<file path="src/rtl/watch_pkg.sv">
// Shared types for the lap stopwatch: FSM states, BCD digits and the six-digit time word.
package watch_pkg;

    typedef enum logic [1:0] {
        ST_IDLE   = 2'd0,
        ST_RUN    = 2'd1,
        ST_STOP   = 2'd2,
        ST_RECALL = 2'd3
    } state_t;

    typedef logic [3:0] bcd_t;

    // MM:SS.CC, most significant minute digit in the top nibble
    typedef struct packed {
        bcd_t m1;
        bcd_t m0;
        bcd_t s1;
        bcd_t s0;
        bcd_t c1;
        bcd_t c0;
    } time_t;

    localparam bcd_t DIG_MAX9 = 4'd9;
    localparam bcd_t DIG_MAX5 = 4'd5;

    function automatic bcd_t bcd_step(bcd_t d, bcd_t lim, logic en);
        if (!en) begin
            return d;
        end
        return (d == lim) ? 4'd0 : bcd_t'(d + 4'd1);
    endfunction

endpackage

</file>
<file path="src/rtl/bcd_time_counter.sv">
// Cascaded BCD MM:SS.CC counter; advances one centisecond per inc, wraps 59:59.99 -> 00:00.00.
// Result is registered (visible the cycle after inc); clr wins over inc; wrap is combinational with inc.
module bcd_time_counter
    import watch_pkg::*;
(
    input  logic  clk,
    input  logic  rst_n,
    input  logic  inc,
    input  logic  clr,
    output time_t time_bcd,
    output logic  wrap
);

    time_t      t_q;
    time_t      t_d;
    logic [6:0] cy;

    always_comb begin
        cy[0]  = inc;
        cy[1]  = cy[0] && (t_q.c0 == DIG_MAX9);
        cy[2]  = cy[1] && (t_q.c1 == DIG_MAX9);
        cy[3]  = cy[2] && (t_q.s0 == DIG_MAX9);
        cy[4]  = cy[3] && (t_q.s1 == DIG_MAX5);
        cy[5]  = cy[4] && (t_q.m0 == DIG_MAX9);
        cy[6]  = cy[5] && (t_q.m1 == DIG_MAX5);
        t_d.c0 = bcd_step(t_q.c0, DIG_MAX9, cy[0]);
        t_d.c1 = bcd_step(t_q.c1, DIG_MAX9, cy[1]);
        t_d.s0 = bcd_step(t_q.s0, DIG_MAX9, cy[2]);
        t_d.s1 = bcd_step(t_q.s1, DIG_MAX5, cy[3]);
        t_d.m0 = bcd_step(t_q.m0, DIG_MAX9, cy[4]);
        t_d.m1 = bcd_step(t_q.m1, DIG_MAX5, cy[5]);
    end

    assign wrap     = cy[6];
    assign time_bcd = t_q;

    always_ff @(posedge clk) begin
        if (!rst_n || clr) begin
            t_q <= '0;
        end else begin
            t_q <= t_d;
        end
    end

endmodule

</file>
<file path="src/rtl/lap_stopwatch.sv">
// Centisecond stopwatch with lap memory and recall; key events act three edges after a raw key rises.
// Display is registered and shows the live time, or the selected lap while in RECALL.
module lap_stopwatch
    import watch_pkg::*;
#(
    parameter int CLK_FREQ  = 50_000_000,
    parameter int TICK_FREQ = 100,
    parameter int LAP_DEPTH = 8
) (
    input  logic                         clk_50Mhz,
    input  logic                         rst_n,
    input  logic                         key_start,
    input  logic                         key_lap,
    input  logic                         key_recall,
    output logic [23:0]                  disp_out,
    output logic [1:0]                   state,
    output logic [$clog2(LAP_DEPTH):0]   lap_count,
    output logic                         lap_full,
    output logic                         overflow
);

    localparam int DIV = CLK_FREQ / TICK_FREQ;
    localparam int PW  = (DIV > 1) ? $clog2(DIV) : 1;
    localparam int IW  = $clog2(LAP_DEPTH);
    localparam int CW  = IW + 1;

    logic [2:0]    key_raw;
    logic [2:0]    sync1;
    logic [2:0]    sync2;
    logic [2:0]    key_prev;
    logic [2:0]    key_rise;
    logic          ev_start;
    logic          ev_lap;
    logic          ev_recall;

    state_t        cur_st;
    state_t        nxt_st;
    logic          run_en;
    logic          lap_wr;
    logic          do_clear;
    logic          idx_rst;
    logic          idx_step;

    logic [PW-1:0] presc;
    logic          tick;
    time_t         cur_time;
    logic          time_wrap;

    time_t         lap_mem [LAP_DEPTH];
    logic [IW-1:0] rec_idx;
    logic [CW-1:0] lap_cnt_q;
    logic          mem_full;
    logic          full_q;
    logic          ovf_q;
    logic [23:0]   disp_q;

    assign key_raw = {key_recall, key_lap, key_start};

    always_ff @(posedge clk_50Mhz) begin
        if (!rst_n) begin
            sync1    <= '0;
            sync2    <= '0;
            key_prev <= '0;
        end else begin
            sync1    <= key_raw;
            sync2    <= sync1;
            key_prev <= sync2;
        end
    end

    // Only the highest-priority rising edge in a cycle survives
    assign key_rise  = sync2 & ~key_prev;
    assign ev_start  = key_rise[0];
    assign ev_lap    = key_rise[1] & ~key_rise[0];
    assign ev_recall = key_rise[2] & ~(|key_rise[1:0]);

    always_ff @(posedge clk_50Mhz) begin
        if (!rst_n) begin
            cur_st <= ST_IDLE;
        end else begin
            cur_st <= nxt_st;
        end
    end

    always_comb begin
        nxt_st = cur_st;
        case (cur_st)
            ST_IDLE: begin
                if (ev_start) nxt_st = ST_RUN;
            end
            ST_RUN: begin
                if (ev_start) nxt_st = ST_STOP;
            end
            ST_STOP: begin
                if (ev_start)                                nxt_st = ST_RUN;
                else if (ev_lap)                             nxt_st = ST_IDLE;
                else if (ev_recall && (lap_cnt_q != '0))     nxt_st = ST_RECALL;
            end
            ST_RECALL: begin
                if (ev_start)    nxt_st = ST_STOP;
                else if (ev_lap) nxt_st = ST_IDLE;
            end
            default: nxt_st = ST_IDLE;
        endcase
    end

    always_comb begin
        run_en   = 1'b0;
        lap_wr   = 1'b0;
        do_clear = 1'b0;
        idx_rst  = 1'b0;
        idx_step = 1'b0;
        case (cur_st)
            ST_RUN: begin
                run_en = 1'b1;
                lap_wr = ev_lap;
            end
            ST_STOP: begin
                do_clear = ev_lap;
                idx_rst  = ev_recall && (lap_cnt_q != '0);
            end
            ST_RECALL: begin
                do_clear = ev_lap;
                idx_step = ev_recall;
            end
            default: ;
        endcase
    end

    // Prescaler holds outside RUN so a resume keeps the sub-tick phase
    assign tick = run_en && (presc == PW'(DIV - 1));

    always_ff @(posedge clk_50Mhz) begin
        if (!rst_n || do_clear) begin
            presc <= '0;
        end else if (run_en) begin
            presc <= tick ? '0 : presc + 1'b1;
        end
    end

    bcd_time_counter u_time (
        .clk      (clk_50Mhz),
        .rst_n    (rst_n),
        .inc      (tick),
        .clr      (do_clear),
        .time_bcd (cur_time),
        .wrap     (time_wrap)
    );

    assign mem_full = (lap_cnt_q == CW'(LAP_DEPTH));

    // Captures the pre-increment time when a lap lands on a tick edge
    always_ff @(posedge clk_50Mhz) begin
        if (rst_n && lap_wr && !mem_full) begin
            lap_mem[lap_cnt_q[IW-1:0]] <= cur_time;
        end
    end

    always_ff @(posedge clk_50Mhz) begin
        if (!rst_n || do_clear) begin
            lap_cnt_q <= '0;
            full_q    <= 1'b0;
            ovf_q     <= 1'b0;
            rec_idx   <= '0;
        end else begin
            if (lap_wr) begin
                if (mem_full) full_q    <= 1'b1;
                else          lap_cnt_q <= lap_cnt_q + 1'b1;
            end
            if (time_wrap) ovf_q <= 1'b1;
            if (idx_rst) begin
                rec_idx <= '0;
            end else if (idx_step) begin
                rec_idx <= ({1'b0, rec_idx} == lap_cnt_q - 1'b1) ? '0 : rec_idx + 1'b1;
            end
        end
    end

    always_ff @(posedge clk_50Mhz) begin
        if (!rst_n) begin
            disp_q <= '0;
        end else begin
            disp_q <= (cur_st == ST_RECALL) ? lap_mem[rec_idx] : cur_time;
        end
    end

    assign disp_out  = disp_q;
    assign state     = cur_st;
    assign lap_count = lap_cnt_q;
    assign lap_full  = full_q;
    assign overflow  = ovf_q;

endmodule

</file>
<file path="config.mk">
export PLATFORM = sky130hd
export DESIGN_NAME = lap_stopwatch
export DESIGN_NICKNAME = d
export VERILOG_FILES = /design/src/rtl/watch_pkg.sv /design/src/rtl/bcd_time_counter.sv /design/src/rtl/lap_stopwatch.sv
export SDC_FILE = /design/constraint.sdc
export NUM_CORES = 1
export LEC_CHECK = 0
export CAP_MARGIN = 20
export CORE_MARGIN = 2
export CORE_UTILIZATION = 44
export DETAILED_ROUTE_END_ITERATION = 8
export PLACE_DENSITY = 0.65
export SETUP_SLACK_MARGIN = 0.02
export SLEW_MARGIN = 20
export SYNTH_ARGS = -nofsm -noshare
export SYNTH_HDL_FRONTEND = slang
export SYNTH_SLANG_ARGS = --single-unit
</file>
<file path="constraint.sdc">
create_clock -name clk_50Mhz -period 5.05 [get_ports clk_50Mhz]
set_input_delay 0.505 -clock clk_50Mhz [delete_from_list [all_inputs] [get_ports clk_50Mhz]]
set_output_delay 0.505 -clock clk_50Mhz [all_outputs]
set_load 0.02 [all_outputs]
</file>
==> results.md <==
* Hold Path Sink: sync2[0]$_SDFF_PN0_
* Setup-failing EPs final at 0
* Final-stage net count at 787
* Largest net degree at the start of global routing at 50
* Synth Instances at 733
* Horiz. Die Dim at 162.6 um
* Async SR Flop Fraction at 0%
* Fin util at 51.22%
* Core Box Area at 24960 um^2
* Status: finished clean
* Final critical-path share of the clock period at 57.96%
* Yosys cell types at 49
* H-Tree Depth at 1
* Reg2Reg Depth at 6
* Clk_lat worst skew at 560 ps
* Final ANT Viol Nets at 0
* Longest Clk Path Bufs at 3
* Hold_ws at 435.6 ps
* Post-route cell area at 12790 um^2
* CP max-delay cell: nor3_1
* First-pass DRT Iterations at 5
* Die height at 162.6 um
* Final Hold Violating Endpoints at 0
* Seq/Total Area, Yosys at 68.34%
* Initial antenna violation count at 0
* Gr ovfl total at 0
* Root Buffer: clkbuf_16
* Row cnt at 58
* CP delay by family, top: simple AND/OR/NAND/NOR gates
* FF-to-FF Start: state[0]$_SDFFE_PN0P_
* CP Class: reg2reg
* Leakage at 3.738 nW
* Synth warnings at 0
* Flop-to-flop setup slack at 2120 ps
* FILL cells at 2078
* Worst Skew at 24.43 ps
* Setup_tns at 0 ps
* Multi-input logic area at 3346 um^2
* Main flop type after synthesis: edfxtp_1
* Cells along the critical path: nand2b_1 > nor3_1 > o21ai_0 > or3_1 > nor2_2 > buf_4
* CTS Buf Count at 29
* Layout cell share with drive strength beyond 1 at 15.13%
* CTS tree: yes
* Worst Path Buf+Inv at 1
* CP endpoint kind: register
* Slew headroom at 30.67%
* Area Growth Syn to Fin at 15.47%
* Max Freq at 341.6 MHz
* Worst Path Arrival at 3100 ps
* Ant diodes at 0
* EDFF count, synth at 192
* Via count at 6247
* Fin. max-slew vios at 0
* Register Area at 7572 um^2
* Max VDD drop at 0.0002642 V
* DP HPWL at 12290 um
* Input/output buffers at 36
* Setup repair bufs after CTS at 0
* Global Route Usage Sum at 16.81%
* Clock Sinks at 282
* Worst R2R End: lap_mem[3][6]$_DFFE_PP_
* CP Max Fanout at 24
* Leading cell types by total area after synthesis: edfxtp_1 52%, dfxtp_1 16%, mux4_2 9.8%
* Die Area at 26450 um^2
* # DRC at 0
* Vias in the first global route at 6366
* DP Area at 11830 um^2
* First-pass GRT wire length at 34460 um
* Least-Margin Pin Slew at 1040 ps
* Top cell type's share of synthesized area at 52.07%
* Avg Synthesized Cell Area at 15.11 um^2
* Starting DRT DRC Count at 492
* Mapped Area at 11070 um^2
* Synth area leader: edfxtp_1
* Seq cells post-synth at 282
* CP peak stage delay at 500 ps
* Max Cap Viol at 0
* Worst-path clk slew at 60 ps
* HP Start: sync1[0]$_SDFF_PN0_
* Hold buffers post-CTS at 0
* Routability cong. at 0.7576
* Initial Util at 44.36%
* Via/cell ratio at 5.528
* RSZ-0062 raised after global routing: no
* Syn_nets at 743
* Routed Wire Length at 21880 um
* Hold Path Class: reg2reg
* PwrDens at 354.2 nW/um^2
* I/O Pins at 37
* Fin crit period at 2927 ps
* Hold path cells at 1
* Worst Setup Start Kind: register
* DR WL/cell at 19.36 um
* Worst Path Required at 5220 ps
* Resize count post-CTS at 0
[registers in the layout (all words and copies together) (netlist names), named ones only]
signal and cells:
sync1 3, lap_count 4, u_time.time_bcd 24, disp_out 24, sync2 3, state 2
overflow 1, presc 19, key_prev 3, lap_mem 192, rec_idx 3, lap_full 1
[through the flow]
step                      power (mW)  worst slack, ps  instances
final                          4.528             2123       1130
after detailed placement       2.526             2036       1075
after global routing           4.668             1830       1130
after global placement         2.525             2068       1075
after CTS                      4.569             2121       1129
after floorplan                2.513             1158        733
[cell families (layout without fill, tap and decap cells)]
family | count (synthesis) | count (layout) | share of synthesized area [%]
multiplexers | 83 | 83 | 12.94
AO/OA/AOI/OAI | 69 | 69 | 4.023
buffers and inverters | 48 | 115 | 1.684
AND/OR/NAND/NOR | 219 | 219 | 10.32
adder cells (fa/ha/maj) | 5 | 5 | 0.5650
flip-flops | 282 | 282 | 68.34
XOR/XNOR | 27 | 27 | 2.136
[Yosys cell counts, types with 12 or more instances]
master    instances
edfxtp_1        192
nand2_1          31
xor2_1           14
nand4_1          17
nor2_1           78
a211oi_1         25
nand3_1          12
clkbuf_1         25
dfxtp_1          90
a21oi_1          22
mux2i_1          34
xnor2_1          13
mux4_2           48
[metal layers]
| metal | part of all wire (%) | GRT usage [%] |
|---|---|---|
| met5 | 0 | 0 |
| met4 | 2.5 | 5.068 |
| met3 | 5.2 | 3.107 |
| met2 | 50 | 29.05 |
| met1 | 42 | 21.75 |
[cell usage in the layout, fill, tap and decap left out, types with 5 or more instances in the layout]
cell	instances
clkbuf_1	8
a21oi_1	22
nor2_1	72
o21ai_0	9
and2_1	10
nor3_1	8
a211oi_1	25
nor4b_1	6
clkdlybuf4s50_1	36
clkinv_2	6
dfxtp_1	88
nand4_1	17
nor2_2	6
mux2i_1	34
nand2_1	31
clkbuf_16	30
nand2b_1	8
nand3_1	12
inv_1	11
xor2_1	14
ha_1	5
edfxtp_1	192
xnor2_1	13
mux4_2	48
nor2b_1	9
or3_1	7
buf_4	12
nor4_1	6
[report_power, final]
part	total (mW)	internal (mW)	switching (mW)
clock	2.05	1.20	0.851
sequential	2.44	2.44	0.00314
combinational	0.0334	0.0112	0.0222
total	4.53	3.65	0.876
[final cells by class]
| type | instances | area share, % |
|---|---|---|
| timing repair buffer | 49 | 3.738 |
| multi-input combinational | 403 | 26.17 |
| inverter | 12 | 0.3523 |
| sequential | 282 | 59.22 |
| clock buffer | 42 | 6.537 |
| clock inverter | 12 | 0.7535 |
| tap | 330 | 3.229 |
[worst max path at each step]
stage                     depth (start not counted)  slack (ps)                 startpoint                        to
after global routing                              6        1830      state[0]$_SDFFE_PN0P_   lap_mem[2][5]$_DFFE_PP_
after CTS                                         6        2120      state[0]$_SDFFE_PN0P_   lap_mem[2][6]$_DFFE_PP_
after global placement                            6        2070                      rst_n   lap_mem[2][9]$_DFFE_PP_
after detailed placement                          6        2040                      rst_n  lap_mem[2][10]$_DFFE_PP_
after floorplan                                   7        1160  lap_count[0]$_SDFFE_PP0P_   lap_mem[0][0]$_DFFE_PP_
final                                             6        2120      state[0]$_SDFFE_PN0P_   lap_mem[3][6]$_DFFE_PP_
(Power assumes the default switching activity.)
